## src/rtl/mm_iddmm_loader_pkg.sv

```systemverilog
// mm_iddmm_pkg: state enum, default word geometry and address-width helper shared by mm_iddmm_loader and mm_iddmm_sp
package mm_iddmm_pkg;
  localparam int K_DEF = 128;
  localparam int N_DEF = 32;
  typedef enum logic [2:0] {IDLE, LOAD, START, WAIT, REST} state_t;
  function automatic int aw_of(input int n);
    return $clog2(n);
  endfunction
endpackage

```

## src/rtl/mm_iddmm_loader_if.sv

```systemverilog
// mm_iddmm_loader_if: operand input stream, sp RAM/handshake side and result stream of the loader
interface mm_iddmm_loader_if import mm_iddmm_pkg::*; #(
  parameter int K  = K_DEF,
  parameter int AW = aw_of(N_DEF)
) ();
  logic          s_valid;
  logic          s_ready;
  logic [K-1:0]  s_x;
  logic [K-1:0]  s_y;
  logic [K-1:0]  s_m;
  logic [K-1:0]  s_m1;
  logic          wr_ena;
  logic [AW-1:0] wr_addr;
  logic [K-1:0]  wr_x;
  logic [K-1:0]  wr_y;
  logic [K-1:0]  wr_m;
  logic [K-1:0]  wr_m1;
  logic          task_req;
  logic          task_end;
  logic          res_val;
  logic [K-1:0]  res;
  logic          m_valid;
  logic [K-1:0]  m_data;
  logic          m_last;
  modport master (
    input  s_valid, s_x, s_y, s_m, s_m1, task_end, res_val, res,
    output s_ready, wr_ena, wr_addr, wr_x, wr_y, wr_m, wr_m1, task_req, m_valid, m_data, m_last
  );
  modport slave (
    output s_valid, s_x, s_y, s_m, s_m1, task_end, res_val, res,
    input  s_ready, wr_ena, wr_addr, wr_x, wr_y, wr_m, wr_m1, task_req, m_valid, m_data, m_last
  );
endinterface

```

## src/rtl/mm_iddmm_loader.sv

```systemverilog
// mm_iddmm_loader: loads one Montgomery job into mm_iddmm_sp, runs task_req/task_end and forwards results.
// Optional MM_LOADER_TIMEOUT_EN aborts WAIT after TIMEOUT cycles without task_end.
module mm_iddmm_loader import mm_iddmm_pkg::*; #(
  parameter int K       = K_DEF,
  parameter int N       = N_DEF,
  parameter int TIMEOUT = 4096
) (
  input  logic              clk,
  input  logic              rst_n,
  mm_iddmm_loader_if.master bus,
  output logic              busy,
  output logic              err
);
  localparam int AW = aw_of(N);
  localparam int CW = AW + 1;
  localparam logic [AW-1:0] LAST = AW'(N - 1);
  localparam logic [CW-1:0] NC   = CW'(N);
  localparam logic [CW-1:0] SAT  = CW'(N + 1);
  if (N < 2 || TIMEOUT < 1) begin : g_cfg_check
    $error("mm_iddmm_loader: requires N>=2 and TIMEOUT>=1");
  end
  state_t        r_state, w_nxt;
  logic [AW-1:0] r_addr;
  logic [CW-1:0] r_rcnt, w_rcnt;
  logic          r_ready, r_busy, r_err, r_wr_ena, r_task_req, r_m_valid, r_m_last;
  logic [AW-1:0] r_wr_addr;
  logic [K-1:0]  r_wr_x, r_wr_y, r_wr_m, r_wr_m1, r_m_data;
  logic          w_acc, w_done, w_tmo;
  assign w_acc  = bus.s_valid & r_ready;
  assign w_done = r_state == WAIT && bus.task_end;
  // result count saturates at N+1 so an overrun stays distinguishable from exactly N
  assign w_rcnt = (bus.res_val && r_rcnt != SAT) ? r_rcnt + 1'b1 : r_rcnt;
`ifdef MM_LOADER_TIMEOUT_EN
  localparam int TW = $clog2(TIMEOUT + 1);
  logic [TW-1:0] r_tcnt;
  always_ff @(posedge clk or negedge rst_n)
    if (!rst_n) r_tcnt <= '0;
    else        r_tcnt <= (r_state == WAIT) ? r_tcnt + 1'b1 : '0;
  assign w_tmo = r_state == WAIT && !bus.task_end && r_tcnt == TW'(TIMEOUT - 1);
`else
  assign w_tmo = 1'b0;
`endif
  always_comb begin
    w_nxt = r_state;
    case (r_state)
      IDLE:    w_nxt = w_acc ? LOAD : IDLE;
      LOAD:    w_nxt = (w_acc && r_addr == LAST) ? START : LOAD;
      START:   w_nxt = WAIT;
      WAIT:    w_nxt = (w_done || w_tmo) ? REST : WAIT;
      default: w_nxt = IDLE;
    endcase
  end
  always_ff @(posedge clk or negedge rst_n)
    if (!rst_n) begin
      r_state    <= IDLE;
      r_addr     <= '0;
      r_rcnt     <= '0;
      r_ready    <= 1'b0;
      r_busy     <= 1'b0;
      r_err      <= 1'b0;
      r_wr_ena   <= 1'b0;
      r_wr_addr  <= '0;
      r_wr_x     <= '0;
      r_wr_y     <= '0;
      r_wr_m     <= '0;
      r_wr_m1    <= '0;
      r_task_req <= 1'b0;
      r_m_valid  <= 1'b0;
      r_m_data   <= '0;
      r_m_last   <= 1'b0;
    end else begin
      r_state    <= w_nxt;
      r_ready    <= w_nxt == IDLE || w_nxt == LOAD;
      r_busy     <= w_nxt != IDLE;
      r_task_req <= w_nxt == WAIT;
      r_wr_ena   <= w_acc;
      if (w_acc) begin
        r_wr_addr <= r_addr;
        r_wr_x    <= bus.s_x;
        r_wr_y    <= bus.s_y;
        r_wr_m    <= bus.s_m;
        r_addr    <= (r_addr == LAST) ? '0 : r_addr + 1'b1;
      end
      if (w_acc && r_state == IDLE) begin
        r_wr_m1 <= bus.s_m1;
        r_err   <= 1'b0;
      end
      if (r_state == START) r_rcnt <= '0;
      if (r_state == WAIT) r_rcnt <= w_rcnt;
      r_m_valid <= r_state == WAIT && bus.res_val;
      r_m_last  <= r_state == WAIT && bus.res_val && w_rcnt == NC;
      if (r_state == WAIT && bus.res_val) r_m_data <= bus.res;
      if ((w_done && w_rcnt != NC) || w_tmo) r_err <= 1'b1;
    end
  assign bus.s_ready  = r_ready;
  assign bus.wr_ena   = r_wr_ena;
  assign bus.wr_addr  = r_wr_addr;
  assign bus.wr_x     = r_wr_x;
  assign bus.wr_y     = r_wr_y;
  assign bus.wr_m     = r_wr_m;
  assign bus.wr_m1    = r_wr_m1;
  assign bus.task_req = r_task_req;
  assign bus.m_valid  = r_m_valid;
  assign bus.m_data   = r_m_data;
  assign bus.m_last   = r_m_last;
  assign busy         = r_busy;
  assign err          = r_err;
endmodule
```

## src/flat_wrapper.sv

```systemverilog
// flat-port wrapper written by rule: the top's interface ports become plain ports
module mm_iddmm_loader_flat import mm_iddmm_pkg::*;
#(
  parameter int K       = K_DEF,
  parameter int N       = N_DEF,
  parameter int TIMEOUT = 4096
)
  (clk, rst_n, busy, err, bus_s_valid, bus_s_x, bus_s_y, bus_s_m, bus_s_m1, bus_task_end, bus_res_val, bus_res, bus_s_ready, bus_wr_ena, bus_wr_addr, bus_wr_x, bus_wr_y, bus_wr_m, bus_wr_m1, bus_task_req, bus_m_valid, bus_m_data, bus_m_last);
  mm_iddmm_loader_if #(.K(K)) bus_i ();
  input  logic clk;
  input  logic rst_n;
  output logic busy;
  output logic err;
  input wire logic [$bits(bus_i.s_valid)-1:0] bus_s_valid;
  input wire logic [$bits(bus_i.s_x)-1:0] bus_s_x;
  input wire logic [$bits(bus_i.s_y)-1:0] bus_s_y;
  input wire logic [$bits(bus_i.s_m)-1:0] bus_s_m;
  input wire logic [$bits(bus_i.s_m1)-1:0] bus_s_m1;
  input wire logic [$bits(bus_i.task_end)-1:0] bus_task_end;
  input wire logic [$bits(bus_i.res_val)-1:0] bus_res_val;
  input wire logic [$bits(bus_i.res)-1:0] bus_res;
  output wire logic [$bits(bus_i.s_ready)-1:0] bus_s_ready;
  output wire logic [$bits(bus_i.wr_ena)-1:0] bus_wr_ena;
  output wire logic [$bits(bus_i.wr_addr)-1:0] bus_wr_addr;
  output wire logic [$bits(bus_i.wr_x)-1:0] bus_wr_x;
  output wire logic [$bits(bus_i.wr_y)-1:0] bus_wr_y;
  output wire logic [$bits(bus_i.wr_m)-1:0] bus_wr_m;
  output wire logic [$bits(bus_i.wr_m1)-1:0] bus_wr_m1;
  output wire logic [$bits(bus_i.task_req)-1:0] bus_task_req;
  output wire logic [$bits(bus_i.m_valid)-1:0] bus_m_valid;
  output wire logic [$bits(bus_i.m_data)-1:0] bus_m_data;
  output wire logic [$bits(bus_i.m_last)-1:0] bus_m_last;
  assign bus_i.s_valid = bus_s_valid;
  assign bus_i.s_x = bus_s_x;
  assign bus_i.s_y = bus_s_y;
  assign bus_i.s_m = bus_s_m;
  assign bus_i.s_m1 = bus_s_m1;
  assign bus_i.task_end = bus_task_end;
  assign bus_i.res_val = bus_res_val;
  assign bus_i.res = bus_res;
  assign bus_s_ready = bus_i.s_ready;
  assign bus_wr_ena = bus_i.wr_ena;
  assign bus_wr_addr = bus_i.wr_addr;
  assign bus_wr_x = bus_i.wr_x;
  assign bus_wr_y = bus_i.wr_y;
  assign bus_wr_m = bus_i.wr_m;
  assign bus_wr_m1 = bus_i.wr_m1;
  assign bus_task_req = bus_i.task_req;
  assign bus_m_valid = bus_i.m_valid;
  assign bus_m_data = bus_i.m_data;
  assign bus_m_last = bus_i.m_last;
  mm_iddmm_loader #(.K(K), .N(N), .TIMEOUT(TIMEOUT)) u_core (.clk(clk), .rst_n(rst_n), .bus(bus_i), .busy(busy), .err(err));
endmodule
```

## config.mk

```make
export PLATFORM = sky130hd
export DESIGN_NAME = mm_iddmm_loader_flat
export DESIGN_NICKNAME = d
export VERILOG_FILES = /design/src/rtl/mm_iddmm_loader_pkg.sv /design/src/rtl/mm_iddmm_loader_if.sv /design/src/rtl/mm_iddmm_loader.sv /design/src/flat_wrapper.sv
export SDC_FILE = /design/constraint.sdc
export NUM_CORES = 1
export LEC_CHECK = 0
export CAP_MARGIN = 20
export CORE_AREA = 2 2 510 512
export CTS_CLUSTER_SIZE = 14
export DETAILED_ROUTE_END_ITERATION = 10
export DIE_AREA = 0 0 512 514
export DONT_BUFFER_PORTS = 1
export HOLD_SLACK_MARGIN = 0.1
export SYNTH_ARGS = -nofsm -noshare
export SYNTH_HDL_FRONTEND = slang
export SYNTH_SLANG_ARGS = --single-unit
```

## constraint.sdc

```tcl
create_clock -name clk -period 1.82 [get_ports clk]
set_clock_uncertainty 0.2 [all_clocks]
set_input_delay 0.273 -clock clk [delete_from_list [all_inputs] [get_ports clk]]
set_output_delay 0.273 -clock clk [all_outputs]
set_load 0.03 [all_outputs]
```

==> run_summary.xml, run 1 <==
<?xml version="1.0" encoding="UTF-8"?>
<metrics>
  <group name="status">
    <metric name="run_status" unit="">aborted with a tool error</metric>
    <metric name="stop_stage" unit="">clock tree synthesis (4_1_cts)</metric>
    <metric name="run.stop_error" unit="">[ERROR RSZ-0060] Max buffer count reached.</metric>
  </group>
  <group name="clocking">
    <metric name="htreeDepth" unit="">3</metric>
    <metric name="ctsHoldBuffers" unit="">1183</metric>
    <metric name="ctsRootBufferMaster" unit="">sky130_fd_sc_hd__clkbuf_16</metric>
    <metric name="post_cts.resized_instances" unit="">678</metric>
    <metric name="number_of_cts_inserted_buffers" unit="">83</metric>
    <metric name="tritoncts_num_sinks" unit="">666</metric>
    <metric name="cts_setup_buffers" unit="">20</metric>
    <metric name="cts_buffer_depth" unit="">3</metric>
  </group>
  <group name="placed_design">
    <metric name="place_congestion" unit="">0.941</metric>
    <metric name="dpl-instance-area" unit="um^2">30100</metric>
    <metric name="place_hpwl" unit="um">155000</metric>
    <metric name="buffer_ports.inserted" unit="">0</metric>
    <metric name="placed_cell_count" unit="">5722</metric>
  </group>
  <group name="logic_synthesis">
    <metric name="synth_commonest_cells" unit="">sky130_fd_sc_hd__nand2_1 (1185), sky130_fd_sc_hd__dfrtp_1 (666), sky130_fd_sc_hd__mux2_2 (257), sky130_fd_sc_hd__clkbuf_1 (91)</metric>
    <metric name="synth_simple_gate_area_share" unit="%">18.4</metric>
    <metric name="netlist_instances" unit="">2296</metric>
    <metric name="yosys.cell_types.count" unit="">40</metric>
    <metric name="netlist_top_cells_area" unit="">sky130_fd_sc_hd__dfrtp_1 (66%), sky130_fd_sc_hd__nand2_1 (18%), sky130_fd_sc_hd__mux2_2 (12%), sky130_fd_sc_hd__clkbuf_1 (1.4%), sky130_fd_sc_hd__buf_6 (0.45%)</metric>
    <metric name="synth_area_in_compound_gates" unit="%">0.669</metric>
    <metric name="syn_avg_cell_area" unit="um^2">10.9</metric>
    <metric name="synthAdderAreaFrac" unit="%">0.200</metric>
    <metric name="dominantRegCellSynth" unit="">sky130_fd_sc_hd__dfrtp_1</metric>
    <metric name="synth_warnings" unit="">0</metric>
    <metric name="mappedNetlistNets" unit="">2945</metric>
    <metric name="yosysTopAreaCell" unit="">sky130_fd_sc_hd__dfrtp_1</metric>
    <metric name="synthesis.area" unit="um^2">25100</metric>
    <metric name="seq_area_frac_synth" unit="%">66.5</metric>
    <metric name="synth_top_family_by_area" unit="">simple AND/OR/NAND/NOR gates</metric>
    <metric name="number_of_enable_flip_flop_cells_after_synthesis" unit="">0</metric>
    <metric name="area_fraction_of_the_dominant_cell_type_after_synthesis" unit="%">66.5</metric>
    <metric name="yosysMostFrequentCell" unit="">sky130_fd_sc_hd__nand2_1</metric>
    <metric name="synth_xor_area_share" unit="%">0.0699</metric>
    <metric name="async_flop_share" unit="%">100</metric>
    <metric name="synth_seq_cells" unit="">666</metric>
    <metric name="yosys-mux-area-fraction" unit="%">11.7</metric>
  </group>
  <group name="floorplan">
    <metric name="row_count" unit="">187</metric>
    <metric name="die_width" unit="um">512</metric>
    <metric name="floorplan.initialDensity" unit="%">9.71</metric>
    <metric name="die_height" unit="um">514</metric>
    <metric name="top_level_ports" unit="">1297</metric>
  </group>
</metrics>
## stage by stage
| stage | setup slack, ns | util, % | TNS, ns |
|---|---|---|---|
| detailed placement | -0.375 | 11.6 | -71.95 |
| global placement | -0.331 | 11.6 | -62.54 |
| floorplan | -0.0379 | - | -4.54 |
## cell families after synthesis
kind of cell	count (synthesis)
flip-flops	666
XOR/XNOR	2
multiplexers	260
buffers and inverters	125
AO/OA/AOI/OAI	26
AND/OR/NAND/NOR	1213
adder cells (fa/ha/maj)	4
==> inputs of run 2 (changes only) <==
- CORE_AREA: 2 2 510 512 -> 2 2 508 510
- CTS_CLUSTER_SIZE: 14 -> default
- DIE_AREA: 0 0 512 514 -> 0 0 510 512
- HOLD_SLACK_MARGIN: 0.1 -> default
- PLACE_DENSITY_LB_ADDON: default -> 0.15
- clock period: 1.82 -> 2.4 ns (I/O delays scaled with it)
==> run 2 against run 1 <==
The flow now finishes, with violations (negative hold slack). Area after synthesis did not move. Synthesized cell count did not move.
==> run_summary.xml, run 2 <==
<?xml version="1.0" encoding="UTF-8"?>
<metrics>
  <group name="worst_setup_path">
    <metric name="slowest_stage" unit="">sky130_fd_sc_hd__or4_4</metric>
    <metric name="timing.critical_path.required" unit="ns">2.79</metric>
    <metric name="crit_path_max_incr_delay" unit="ns">0.71</metric>
    <metric name="timing.critical_path.cells" unit="">or4_4, mux2_2, dlygate4sd3_1</metric>
    <metric name="crit_arrival" unit="ns">2.75</metric>
    <metric name="setup.reg_to_reg.worst_slack" unit="ns">0.04</metric>
    <metric name="crit_path_start_kind" unit="">flop</metric>
    <metric name="path_buf_inv" unit="">1</metric>
    <metric name="crit_path_end_kind" unit="">flop</metric>
    <metric name="criticalPathCategory" unit="">flop to flop</metric>
    <metric name="max_fanout_on_critical_path" unit="">10</metric>
    <metric name="path_delay_family" unit="">simple AND/OR/NAND/NOR gates</metric>
  </group>
  <group name="clocking">
    <metric name="tritoncts" unit="">yes</metric>
    <metric name="htreeDepth" unit="">3</metric>
    <metric name="path_clk_slew" unit="ns">0.06</metric>
    <metric name="cts_setup_buffers" unit="">0</metric>
    <metric name="worstSkewPairLatency" unit="ns">0.71</metric>
    <metric name="cts_buffer_depth" unit="">3</metric>
    <metric name="ctsRootBufferMaster" unit="">sky130_fd_sc_hd__clkbuf_16</metric>
    <metric name="tritoncts_num_sinks" unit="">666</metric>
    <metric name="number_of_cts_inserted_buffers" unit="">85</metric>
  </group>
  <group name="logic_synthesis">
    <metric name="yosysTopAreaCell" unit="">sky130_fd_sc_hd__dfrtp_1</metric>
    <metric name="synthesis.area" unit="um^2">25100</metric>
    <metric name="mappedNetlistNets" unit="">2945</metric>
    <metric name="dominantRegCellSynth" unit="">sky130_fd_sc_hd__dfrtp_1</metric>
    <metric name="async_flop_share" unit="%">100</metric>
    <metric name="seq_area_frac_synth" unit="%">66.5</metric>
    <metric name="yosysMostFrequentCell" unit="">sky130_fd_sc_hd__nand2_1</metric>
    <metric name="synth_commonest_cells" unit="">sky130_fd_sc_hd__nand2_1 (1185), sky130_fd_sc_hd__dfrtp_1 (666), sky130_fd_sc_hd__mux2_2 (257), sky130_fd_sc_hd__clkbuf_1 (91)</metric>
    <metric name="yosys.cell_types.count" unit="">40</metric>
    <metric name="netlist_instances" unit="">2296</metric>
    <metric name="synth_seq_cells" unit="">666</metric>
    <metric name="area_fraction_of_the_dominant_cell_type_after_synthesis" unit="%">66.5</metric>
    <metric name="netlist_top_cells_area" unit="">sky130_fd_sc_hd__dfrtp_1 (66%), sky130_fd_sc_hd__nand2_1 (18%), sky130_fd_sc_hd__mux2_2 (12%), sky130_fd_sc_hd__clkbuf_1 (1.4%), sky130_fd_sc_hd__buf_6 (0.45%)</metric>
    <metric name="syn_avg_cell_area" unit="um^2">10.9</metric>
    <metric name="number_of_enable_flip_flop_cells_after_synthesis" unit="">0</metric>
    <metric name="synth_warnings" unit="">0</metric>
  </group>
  <group name="routing">
    <metric name="via_count" unit="">19900</metric>
    <metric name="via_per_inst" unit="">3.03</metric>
    <metric name="final_antenna_net_count" unit="">0</metric>
    <metric name="wl_per_cell" unit="um">20.7</metric>
    <metric name="drt_iter0_markers" unit="">1018</metric>
    <metric name="drc" unit="">0</metric>
    <metric name="detailedRoute.firstPassIterationCount" unit="">4</metric>
    <metric name="wl" unit="um">136000</metric>
  </group>
  <group name="finish">
    <metric name="layout-drive-gt1-share" unit="%">15.1</metric>
    <metric name="final_common_cell" unit="">sky130_fd_sc_hd__nand2_1</metric>
    <metric name="n_fill_cell" unit="">28600</metric>
    <metric name="areaGrowthSynthToFinish" unit="%">59.8</metric>
    <metric name="finalNetCount" unit="">3734</metric>
    <metric name="final_design_area_no_fill" unit="um^2">40100</metric>
    <metric name="final_cell_mix" unit="">sky130_fd_sc_hd__nand2_1 (1184), sky130_fd_sc_hd__dlygate4sd3_1 (746), sky130_fd_sc_hd__dfrtp_1 (665)</metric>
  </group>
  <group name="sta">
    <metric name="slew_violations" unit="">0</metric>
    <metric name="period_needed" unit="ns">2.36</metric>
    <metric name="slew-limit-headroom" unit="%">27.2</metric>
    <metric name="number_of_hold_slack_violations_in_the_final_timing_report" unit="">287</metric>
    <metric name="post-route-period-util" unit="%">98.4</metric>
    <metric name="grt_setup_unrepaired" unit="">yes</metric>
    <metric name="report.final.setup_viol" unit="">0</metric>
    <metric name="hold_ws" unit="ns">-0.645</metric>
    <metric name="worst_pin_slew" unit="ns">1.09</metric>
    <metric name="max_freq" unit="MHz">424</metric>
  </group>
  <group name="floorplan">
    <metric name="row_count" unit="">186</metric>
    <metric name="dieArea" unit="um^2">261000</metric>
    <metric name="die_width" unit="um">510</metric>
    <metric name="fp.coreArea" unit="um^2">256000</metric>
    <metric name="floorplan.initialDensity" unit="%">9.80</metric>
    <metric name="top_level_ports" unit="">1297</metric>
    <metric name="die_height" unit="um">512</metric>
  </group>
  <group name="placed_design">
    <metric name="place_congestion" unit="">0.906</metric>
    <metric name="place_hpwl" unit="um">106000</metric>
    <metric name="dpl-instance-area" unit="um^2">29400</metric>
    <metric name="buffer_ports.inserted" unit="">0</metric>
  </group>
  <group name="global_routing">
    <metric name="antenna_found_initial" unit="">66</metric>
    <metric name="grt_pass1_wl" unit="um">182000</metric>
    <metric name="grt_overflow_total" unit="">0</metric>
    <metric name="maximum_number_of_pins_on_one_net_before_global_route_repair" unit="">667</metric>
    <metric name="track_usage" unit="%">9.99</metric>
    <metric name="first_global_vias" unit="">21700</metric>
  </group>
  <group name="run">
    <metric name="max_cap_violations" unit="">0</metric>
  </group>
  <group name="status">
    <metric name="failed_checks" unit="">negative hold slack</metric>
    <metric name="run_status" unit="">finished, violations left</metric>
  </group>
  <group name="pwr">
    <metric name="internal_power" unit="mW">22.8</metric>
    <metric name="p_comb_share" unit="%">10.9</metric>
    <metric name="power.ir.vdd_worst" unit="V">0.000486</metric>
    <metric name="power.share.switching" unit="%">35.0</metric>
    <metric name="pwr-share-seq" unit="%">49.9</metric>
    <metric name="share_clk_of_total_power" unit="%">39.1</metric>
    <metric name="power.static_leakage" unit="nW">18.5</metric>
    <metric name="total_switching_power" unit="mW">12.3</metric>
    <metric name="power-per-cell-area" unit="nW/um^2">877</metric>
  </group>
  <group name="min_path">
    <metric name="worstHoldPathType" unit="">input port to async pin</metric>
  </group>
</metrics>
run 2: cell counts after synthesis:
Identical to the previous run, type by type.
run 2: worst paths after layout:
path / startpoint / to / cells after the start
worst max register to register: u_core.r_state[1] / u_core.bus.wr_m1[119] / 3
max in group asynchronous: rst_n / u_core.r_state[1] / 3
worst max-delay path: u_core.r_state[1] / u_core.bus.wr_m1[119] / 3
worst min-delay path: rst_n / u_core.bus.m_data[71] / 1
worst min register to register: u_core.r_addr[3] / u_core.r_addr[3] / 1
min in group clk: bus_s_x[45] / u_core.bus.wr_x[45] / 3
run 2: routing by layer:
layer,vias up,share of wire [%],routed length [um],GRT usage (%)
met5,-,0.19,264,0
met1,9653,37,49900,10.6
met3,224,11,14700,4.35
met4,36,3.0,4140,3.76
li1,8877,-,-,-
met2,1078,49,66900,17.4
run 2: what timing repair did:
action	in CTS	in global routing
endpoints found under the setup margin	0	7
hold buffers	746	2
resized for setup	0	4
hold endpoints to repair	1321	365
run 2: layout make-up:
type | count | area (um^2) | share of cell area (%)
clock buffers | 127 | 2500 | 6.25
flip-flops and latches | 666 | 16700 | 41.6
clock inverters | 28 | 434 | 1.08
multi-input cells | 1505 | 7800 | 19.5
well taps | 3384 | 4230 | 10.6
repair buffers | 823 | 8330 | 20.8
diodes | 26 | 65.1 | 0.162
inverters | 4 | 31.3 | 0.0781
run 2: per-stage QoR:
step	std cells	worst slack [ns]	util [%]	power (mW)	setup TNS, ns
2_1_floorplan	2296	0.433	-	18.5	0
3_3_place_gp	5630	0.257	11.5	20.3	0
3_5_place_dp	5630	0.277	11.5	20.2	0
4_1_cts	6531	0.0152	15.6	35.7	0
5_1_grt	6556	-0.00825	15.7	36.9	-0.00825
6_report	6563	0.0392	15.7	35.1	0
run 2: cell families after synthesis:
family                     Yosys count  synth area share, %
muxes                              260                 11.7
AOI/OAI and AO/OA                   26                0.669
adders and majority gates            4                0.200
and+or+nand+nor                   1213                 18.4
buffers and inverters              125                 2.47
DFF                                666                 66.5
xor gates and xnor gates             2               0.0699
run 2: power groups by stage:
stage	sequential, mW	combinational (mW)	clock [mW]
6_report	17.5	3.84	13.7
5_1_grt	17.7	4.29	14.8
4_1_cts	17.6	3.66	14.4
3_5_place_dp	17.8	2.46	0
3_3_place_gp	17.9	2.38	0
2_1_floorplan	16.8	1.75	0
No activity file was read; power rests on OpenSTA's default activity.
==> RTL change: new RTL, config.mk and constraints of run 2 <==
Change the package constant `N_DEF` from 32 to 64.
--- a/src/rtl/mm_iddmm_loader_pkg.sv
+++ b/src/rtl/mm_iddmm_loader_pkg.sv
@@ -2,5 +2,5 @@
 package mm_iddmm_pkg;
   localparam int K_DEF = 128;
-  localparam int N_DEF = 32;
+  localparam int N_DEF = 64;
   typedef enum logic [2:0] {IDLE, LOAD, START, WAIT, REST} state_t;
   function automatic int aw_of(input int n);
Interface: changed (resized bus_wr_addr); port bits go from 1297 to 1298. No check against the original RTL was run, so the function may have changed too.
==> RTL change against run 2 <==
The flow still finishes with violations (negative hold slack); synthesized cell count grew 12%; total power fell by 13%; wire length fell by 2.8%; synthesized area is 0.97% higher; hold slack improved by 0.0031 ns; sequential power is 18% lower; setup slack improved by 0.077 ns; final area shrank 0.35%; sequential cell count rose by 3; critical path type unchanged; critical endpoint is now u_core.bus.m_data[71]; largest cell class unchanged; highest routed layer unchanged.
==> RTL change: results (changes against run 2) <==
** Run status
- Result of the run: complete, but fails checks (unchanged).
- Violations in the final reports :: negative hold slack (unchanged)

** GRT
- Met1 usage :: 0.102 (was 0.106)
- Global Route met2 Usage :: 0.160 (was 0.174)
- The first-pass GRT wire length came to 180000 um (was 182000 um).
- The via count of the first global-routing pass was 22553 (was 21681).
- The total routing resource utilization after global routing came to 0.0970 (was 0.0999).
- Number of antenna violations at the first check in global routing :: 44 (was 66)
- The global-route track usage on met3 is 0.0468 (was 0.0435).

** Timing
- The actual slew at the worst max-slew pin came to 1.03 ns (was 1.09 ns).
- The worst hold margin was -0.642 ns (was -0.645 ns).
- Final hold violation count :: 308 (was 287)

** Critical path
- Cell count of the worst reg-to-reg path :: 8 (was 3)
- Worst R2R Setup Slack :: 0.12 ns (was 0.04 ns)
- Largest fanout of any net on the critical path :: 40 (was 10)

** Layout
- Share of cells above drive strength 1 :: 0.0729 (was 0.151)
- The final-stage net count was 3969 (was 3734).
- Buffer count excluding the clock tree in the final layout :: 786 (was 823)
- Footprint of the multi-input gates :: 7870 sq um (was 7800 sq um)
- Number of inserted diodes :: 28 (was 26)
- Final-layout clock buffer total :: 113 (was 127)
- Fraction of area in registers :: 0.419 (was 0.416)
- The buffer share of cell area came to 0.202 (was 0.208).

** Power and ir drop
- Seq pwr share :: 0.470 (was 0.499)
- The power share of the combinational group came to 0.087 (was 0.109).
- Standby leakage power :: 19.0 nW (was 18.5 nW)
- IR Drop Worst-Case VDD :: 0.456 mV (was 0.486 mV)
- Net load switching power :: 0.00960 W (was 0.0123 W)
- The power density normalized to cell area was 769 nW/um^2 (was 877 nW/um^2).

** Yosys
- Top cells by area in the synthesized netlist: sky130_fd_sc_hd__dfrtp_1 66%, sky130_fd_sc_hd__nand2_1 23%, sky130_fd_sc_hd__mux2_1 4.8% (was sky130_fd_sc_hd__dfrtp_1 66%, sky130_fd_sc_hd__nand2_1 18%, sky130_fd_sc_hd__mux2_2 12%).
- Post-synthesis sequential element count :: 669 (was 666)
- Net count of the mapped netlist :: 3228 (was 2945)
- Most instantiated cells after synthesis :: 1573 x sky130_fd_sc_hd__nand2_1, 669 x sky130_fd_sc_hd__dfrtp_1, 109 x sky130_fd_sc_hd__mux2_1 (was 1185 x sky130_fd_sc_hd__nand2_1, 666 x sky130_fd_sc_hd__dfrtp_1, 257 x sky130_fd_sc_hd__mux2_2)
- Post-synthesis sequential area ratio :: 0.661 (was 0.665)

** Route
- The length of routed met2 wiring came to 61600 um (was 66900 um).
- The detailed-route via count is 20789 (was 19868).
- The starting DRC count in detailed routing came to 959 (was 1018).
- The routed length on met1 is 48500 um (was 49900 um).
- The number of optimization iterations in the first detailed-route pass is 5 (was 4).
- The wire length on met3 came to 15600 um (was 14700 um).

** Place
- Inst Count DP :: 5894 (was 5630)
- Detailed placement HPWL :: 101000 um (was 106000 um)
- The worst slack at placement is 0.438 ns (was 0.277 ns).
[RTL change: cell count changes in the layout (fill, tap and decap cells not counted), moves of 8 or more]
| cell | run 2 | this run |
|---|---|---|
| sky130_fd_sc_hd__nand2_1 | 1184 | 1572 |
| sky130_fd_sc_hd__mux2_1 | 0 | 109 |
| sky130_fd_sc_hd__clkbuf_1 | 20 | 12 |
| sky130_fd_sc_hd__clkinv_2 | 7 | 21 |
| sky130_fd_sc_hd__dlygate4sd3_1 | 746 | 715 |
| sky130_fd_sc_hd__buf_4 | 57 | 45 |
| sky130_fd_sc_hd__mux2_2 | 257 | 19 |
| sky130_fd_sc_hd__clkbuf_8 | 22 | 14 |
[RTL change: kinds of logic after synthesis]
logic type	share of synthesized area
adders and majority gates	0.00148
xor gates and xnor gates	0.00104
muxes	0.0569
buffers and inverters	0.0282
DFF	0.661
AOI/OAI and AO/OA	0.00924
and+or+nand+nor	0.242
